<file path="src/rtl/mmm_nlp_arb.sv">
// Two-port round-robin front end for one shared pipelined multiplier.
// Credits reserve FIFO space at accept time, so results are never dropped and each port returns in order.
module mmm_nlp_arb #(
    parameter int IDW = 90,
    parameter int ODW = 181,
    parameter int LAT = 3,
    parameter int FD  = 8
) (
    input  logic           i_clk,
    input  logic           i_rstn,
    input  logic           i_req0_valid,
    output logic           o_req0_ready,
    input  logic [IDW-1:0] i_req0_a,
    input  logic [IDW-1:0] i_req0_b,
    input  logic           i_req0_carry,
    input  logic           i_req1_valid,
    output logic           o_req1_ready,
    input  logic [IDW-1:0] i_req1_a,
    input  logic [IDW-1:0] i_req1_b,
    input  logic           i_req1_carry,
    output logic [IDW-1:0] o_mul_a,
    output logic [IDW-1:0] o_mul_b,
    output logic           o_mul_carry,
    input  logic [ODW-1:0] i_mul_res,
    output logic           o_rsp0_valid,
    input  logic           i_rsp0_ready,
    output logic [ODW-1:0] o_rsp0_data,
    output logic           o_rsp1_valid,
    input  logic           i_rsp1_ready,
    output logic [ODW-1:0] o_rsp1_data,
    output logic           o_busy
);
    localparam int AW = $clog2(FD);
    localparam int CW = AW + 1;

    logic [LAT-1:0]        tag_v;
    logic [LAT-1:0]        tag_id;
    logic                  rr_last;
    logic [1:0][AW-1:0]    wr_ptr;
    logic [1:0][AW-1:0]    rd_ptr;
    logic [1:0][CW-1:0]    cnt;
    logic [ODW-1:0]        mem [2][FD];

    logic [1:0][CW-1:0]    infl;
    logic [1:0][CW-1:0]    credit;
    logic [1:0]            req_valid;
    logic [1:0]            elig;
    logic [1:0]            gnt;
    logic [1:0]            push;
    logic [1:0]            pop;
    logic [1:0]            rsp_ready;
    logic                  accept;

    assign req_valid = {i_req1_valid, i_req0_valid};
    assign rsp_ready = {i_rsp1_ready, i_rsp0_ready};

    always_comb begin
        infl = '0;
        for (int unsigned i = 0; i < LAT; i++) begin
            if (tag_v[i]) begin
                if (tag_id[i]) infl[1] = infl[1] + CW'(1);
                else           infl[0] = infl[0] + CW'(1);
            end
        end
    end

    // Ready is forced low while reset is asserted, even if a requester is already valid.
    always_comb begin
        for (int unsigned p = 0; p < 2; p++) begin
            credit[p] = CW'(FD) - cnt[p] - infl[p];
            elig[p]   = i_rstn & req_valid[p] & (credit[p] != '0);
            push[p]   = tag_v[LAT-1] & (tag_id[LAT-1] == 1'(p));
            pop[p]    = (cnt[p] != '0) & rsp_ready[p];
        end
        gnt[0] = elig[0] & (~elig[1] | rr_last);
        gnt[1] = elig[1] & (~elig[0] | ~rr_last);
        accept = gnt[0] | gnt[1];
    end

    assign o_req0_ready = gnt[0];
    assign o_req1_ready = gnt[1];

    always_comb begin
        o_mul_a     = '0;
        o_mul_b     = '0;
        o_mul_carry = 1'b0;
        if (gnt[0]) begin
            o_mul_a     = i_req0_a;
            o_mul_b     = i_req0_b;
            o_mul_carry = i_req0_carry;
        end else if (gnt[1]) begin
            o_mul_a     = i_req1_a;
            o_mul_b     = i_req1_b;
            o_mul_carry = i_req1_carry;
        end
    end

    always_ff @(posedge i_clk or negedge i_rstn) begin
        if (!i_rstn) begin
            tag_v   <= '0;
            tag_id  <= '0;
            rr_last <= 1'b1;
            wr_ptr  <= '0;
            rd_ptr  <= '0;
            cnt     <= '0;
        end else begin
            tag_v[0]  <= accept;
            tag_id[0] <= gnt[1];
            for (int unsigned i = 1; i < LAT; i++) begin
                tag_v[i]  <= tag_v[i-1];
                tag_id[i] <= tag_id[i-1];
            end
            if (accept) rr_last <= gnt[1];
            for (int unsigned p = 0; p < 2; p++) begin
                if (push[p]) wr_ptr[p] <= wr_ptr[p] + AW'(1);
                if (pop[p])  rd_ptr[p] <= rd_ptr[p] + AW'(1);
                case ({push[p], pop[p]})
                    2'b10:   cnt[p] <= cnt[p] + CW'(1);
                    2'b01:   cnt[p] <= cnt[p] - CW'(1);
                    default: cnt[p] <= cnt[p];
                endcase
            end
        end
    end

    always_ff @(posedge i_clk) begin
        for (int unsigned p = 0; p < 2; p++) begin
            if (push[p]) mem[p][wr_ptr[p]] <= i_mul_res;
        end
    end

    assign o_rsp0_valid = (cnt[0] != '0);
    assign o_rsp1_valid = (cnt[1] != '0);
    assign o_rsp0_data  = o_rsp0_valid ? mem[0][rd_ptr[0]] : '0;
    assign o_rsp1_data  = o_rsp1_valid ? mem[1][rd_ptr[1]] : '0;
    assign o_busy       = (|tag_v) | o_rsp0_valid | o_rsp1_valid;

endmodule

</file>
<file path="config.mk">
export PLATFORM = sky130hd
export DESIGN_NAME = mmm_nlp_arb
export DESIGN_NICKNAME = d
export VERILOG_FILES = /design/src/rtl/mmm_nlp_arb.sv
export SDC_FILE = /design/constraint.sdc
export NUM_CORES = 2
export LEC_CHECK = 0
export CORE_ASPECT_RATIO = 0.8
export CORE_UTILIZATION = 61
export CTS_CLUSTER_DIAMETER = 30
export DETAILED_ROUTE_END_ITERATION = 16
export HOLD_SLACK_MARGIN = 0.02
export PLACE_DENSITY = 0.84
export SLEW_MARGIN = 10
export SYNTH_ARGS = -nofsm -noshare
export SYNTH_HDL_FRONTEND = slang
export SYNTH_SLANG_ARGS = --single-unit
</file>
<file path="constraint.sdc">
create_clock -name i_clk -period 34.7 [get_ports i_clk]
set_clock_uncertainty 0.1 [all_clocks]
set_input_delay 6.94 -clock i_clk [delete_from_list [all_inputs] [get_ports i_clk]]
set_output_delay 6.94 -clock i_clk [all_outputs]
set_load 0.005 [all_outputs]
</file>
==> metrics.cfg <==
[status]
status=finished clean

[hold_path]
hp-class=reg -> reg
whs_path_depth=0

[clocking]
cts_resized=0
postCtsHoldBufs=0
root_buffer=clkbuf_16
post_cts_buffers=0
clk_path_buf_depth=4
insertion_delay_ns=0.98
numClockSinks=2923
clk_pin_slew_ns=0.04
cts_made_buffers=457
cts_tree=yes
htreeDepth=5

[layout]
final_nets=6932
design_area_um2=143000
fin_util_pct=77.9
stdcell_count=9236
area_growth_pct=26.3
drive_gt1_share_pct=24.0
fill_cells=8194

[synthesis]
synth_top_family_by_area=multiplexers
synth-xor-area-share_pct=0.141
synth-simple-area-share_pct=1.53
synth_nets=5570
yosysWarnings=0
postSynth.asyncResetShare_pct=0.924
synth-compound-area-share_pct=1.49
synth_cells=4995
synth_area_um2=113000
syn_area_per_cell_um2=22.6
synth_fa_ha_area_share_pct=0.315
synth_flop_cell=edfxtp_1
muxShareOfSynthArea_pct=17.7
synth.distinct_cells=37
synth-seq-area-share_pct=77.7
synth-edff-count=2896
synth-seq-cells=2923

[placed_design]
dp_slack_ns=17.43
place_congestion=0.973
dp_hpwl_um=220000
numPortBuffers=1096
placed_area_um2=127000
place_inst=8310

[timing]
setup_violations=0
hold_ws_ns=0.315
fmax_ghz=0.0574
period_share_pct=50.2
final_hold_viol_count=0
timing.final.ws_setup_ns=17.29
fin_setup_tns_ns=0
min_period_ns=17.41
slew_viol_final=0
relSlewSlack_pct=15.3
tightest_slew_ns=1.27
rsz0062_at_grt=no

[power_and_ir_drop]
finalPower_mw=13.4
vdd_drop_max_mv=0.0911
cellLeakagePower_nw=47.4
power_density_nw_per_um2=93.7

[floorplan]
fp.coreArea_um2=183000
start_util_pct=61.7
num_rows=140
dieWidth_um=483
die-area_um2=187000
io-pin-count=1097
chipHeight_um=387

[critical_path]
cp_max_fo=96
cpMostUsedCell=clkdlybuf4s50_1
r2r_cells=13
crit_chain=clkdlybuf4s50_1, o2111a_4, buf_4, a22o_1, clkdlybuf4s50_1
slowest_delay_ns=0.97
reg2reg_slack_ns=28.52
endpoint_kind=output port
crit_type=in -> out
critPathRequiredTime_ns=27.66
critical_path_depth=5
cp_top_family=buffers and inverters
r2r_start=tag_v[0]
rr_endpoint=tag_id[0]
crit_path_start_kind=input pin
path_buf_inv=3
arrival_ns=10.37
crit_end=o_mul_a[81]
startpoint=i_req1_valid
slowest_stage=o2111a_4

[routing]
viasPerCell=7.21
antenna_left=0
post_drt_wl_per_cell_um=45.9
vias=66567
drtIter0Drc=11683
wirelength_um=424000
dr.pass1.iters=9
drc=0

[grt]
grt_pass1_wl_um=573000
grt_max_degree=139
antenna_found_initial=123
grt_overflow=0
grt_pass1_vias=66048
grt_usage_pct=46.0

[run]
cap_viol_max_count=0

sequential cells by signal, summed over array words and instances, names as in the netlist:
signal,count
mem,2896
cnt,8
rd_ptr,6
wr_ptr,6
tag_id,3
tag_v,3
rr_last,1
cells in the mapped netlist (6+ instances only):
cell type / instances / area (um^2)
nor3_1: 9 / 45.0
nor2_1: 371 / 1390
inv_1: 20 / 75.1
edfxtp_1: 2896 / 87000
dfrtp_1: 26 / 651
buf_1: 65 / 244
nand2b_1: 7 / 43.8
ha_1: 22 / 275
clkbuf_1: 138 / 518
xnor2_1: 8 / 70.1
mux2_2: 7 / 78.8
buf_2: 84 / 420
a22o_1: 181 / 1590
mux4_2: 724 / 16300
mux2i_1: 364 / 3640
nand2_1: 20 / 75.1
o21ai_0: 6 / 30.0
per-layer routing:
metal	vias to the layer above	wire length, um	track usage [%]
met5	-	511	1.11
met4	58	42900	36.6
met3	1700	54600	15.8
met2	7177	202000	70.5
met1	33679	125000	53.1
li1	23953	-	-
placed cells by master (no fill, tap or decap), types with 4 or more instances in the layout:
cell	synthesis	final
nand2_1	20	20
dfrtp_1	26	20
nand3_1	5	5
xor2_1	5	5
inv_1	20	20
clkinv_4	0	52
clkinv_8	0	4
mux4_2	724	724
nor2_1	371	360
and2_1	5	5
nand2b_1	7	7
clkinv_1	1	56
buf_4	0	76
clkinvlp_4	0	45
clkdlybuf4s50_1	0	1095
edfxtp_1	2896	2896
o21ai_0	6	6
clkbuf_8	0	4
bufinv_16	0	59
mux2i_1	364	362
ha_1	22	22
fa_1	4	4
inv_8	0	16
nor3_2	0	6
dfrtp_4	0	6
buf_12	0	16
clkbuf_16	0	462
nor2_4	0	9
mux2_2	7	7
inv_6	0	60
diode_2	0	88
clkinv_2	0	54
xnor2_1	8	8
clkbuf_1	138	23
a22o_1	181	181
where the power goes:
part	total, mW	leakage [nW]	internal (mW)	switching [mW]
sequential	4.31	26.4	4.15	0.166
clock	4.72	7.52	2.91	1.81
combinational	4.33	13.5	1.93	2.40
logic make-up after synthesis:
kind of cell / count (synthesis)
xor gates and xnor gates: 15
and+or+nand+nor: 433
adders and majority gates: 26
muxes: 1095
buffers and inverters: 308
AOI/OAI and AO/OA: 195
DFF: 2923
worst min path at each step:
stage	startpoint	end	slack (ns)
2_1_floorplan	tag_id[0]	tag_id[1]	0.27
3_3_place_gp	tag_id[0]	tag_id[1]	0.31
3_5_place_dp	tag_id[0]	tag_id[1]	0.30
4_1_cts	tag_id[0]	tag_id[1]	0.31
5_1_grt	tag_id[0]	tag_id[1]	0.33
6_report	tag_id[0]	tag_id[1]	0.32
cell type report:
cell class | count | area (um^2) | area share (%)
flip-flops and latches | 2923 | 87700 | 61.5
multi-input cells | 1764 | 24100 | 16.9
clock inverters | 347 | 3850 | 2.70
clock buffers | 489 | 11700 | 8.21
inverters | 21 | 78.8 | 0.0553
well taps | 2414 | 3020 | 2.12
diodes | 88 | 220 | 0.154
repair buffers | 1190 | 11900 | 8.34
Power figures use the tool's default switching activity.
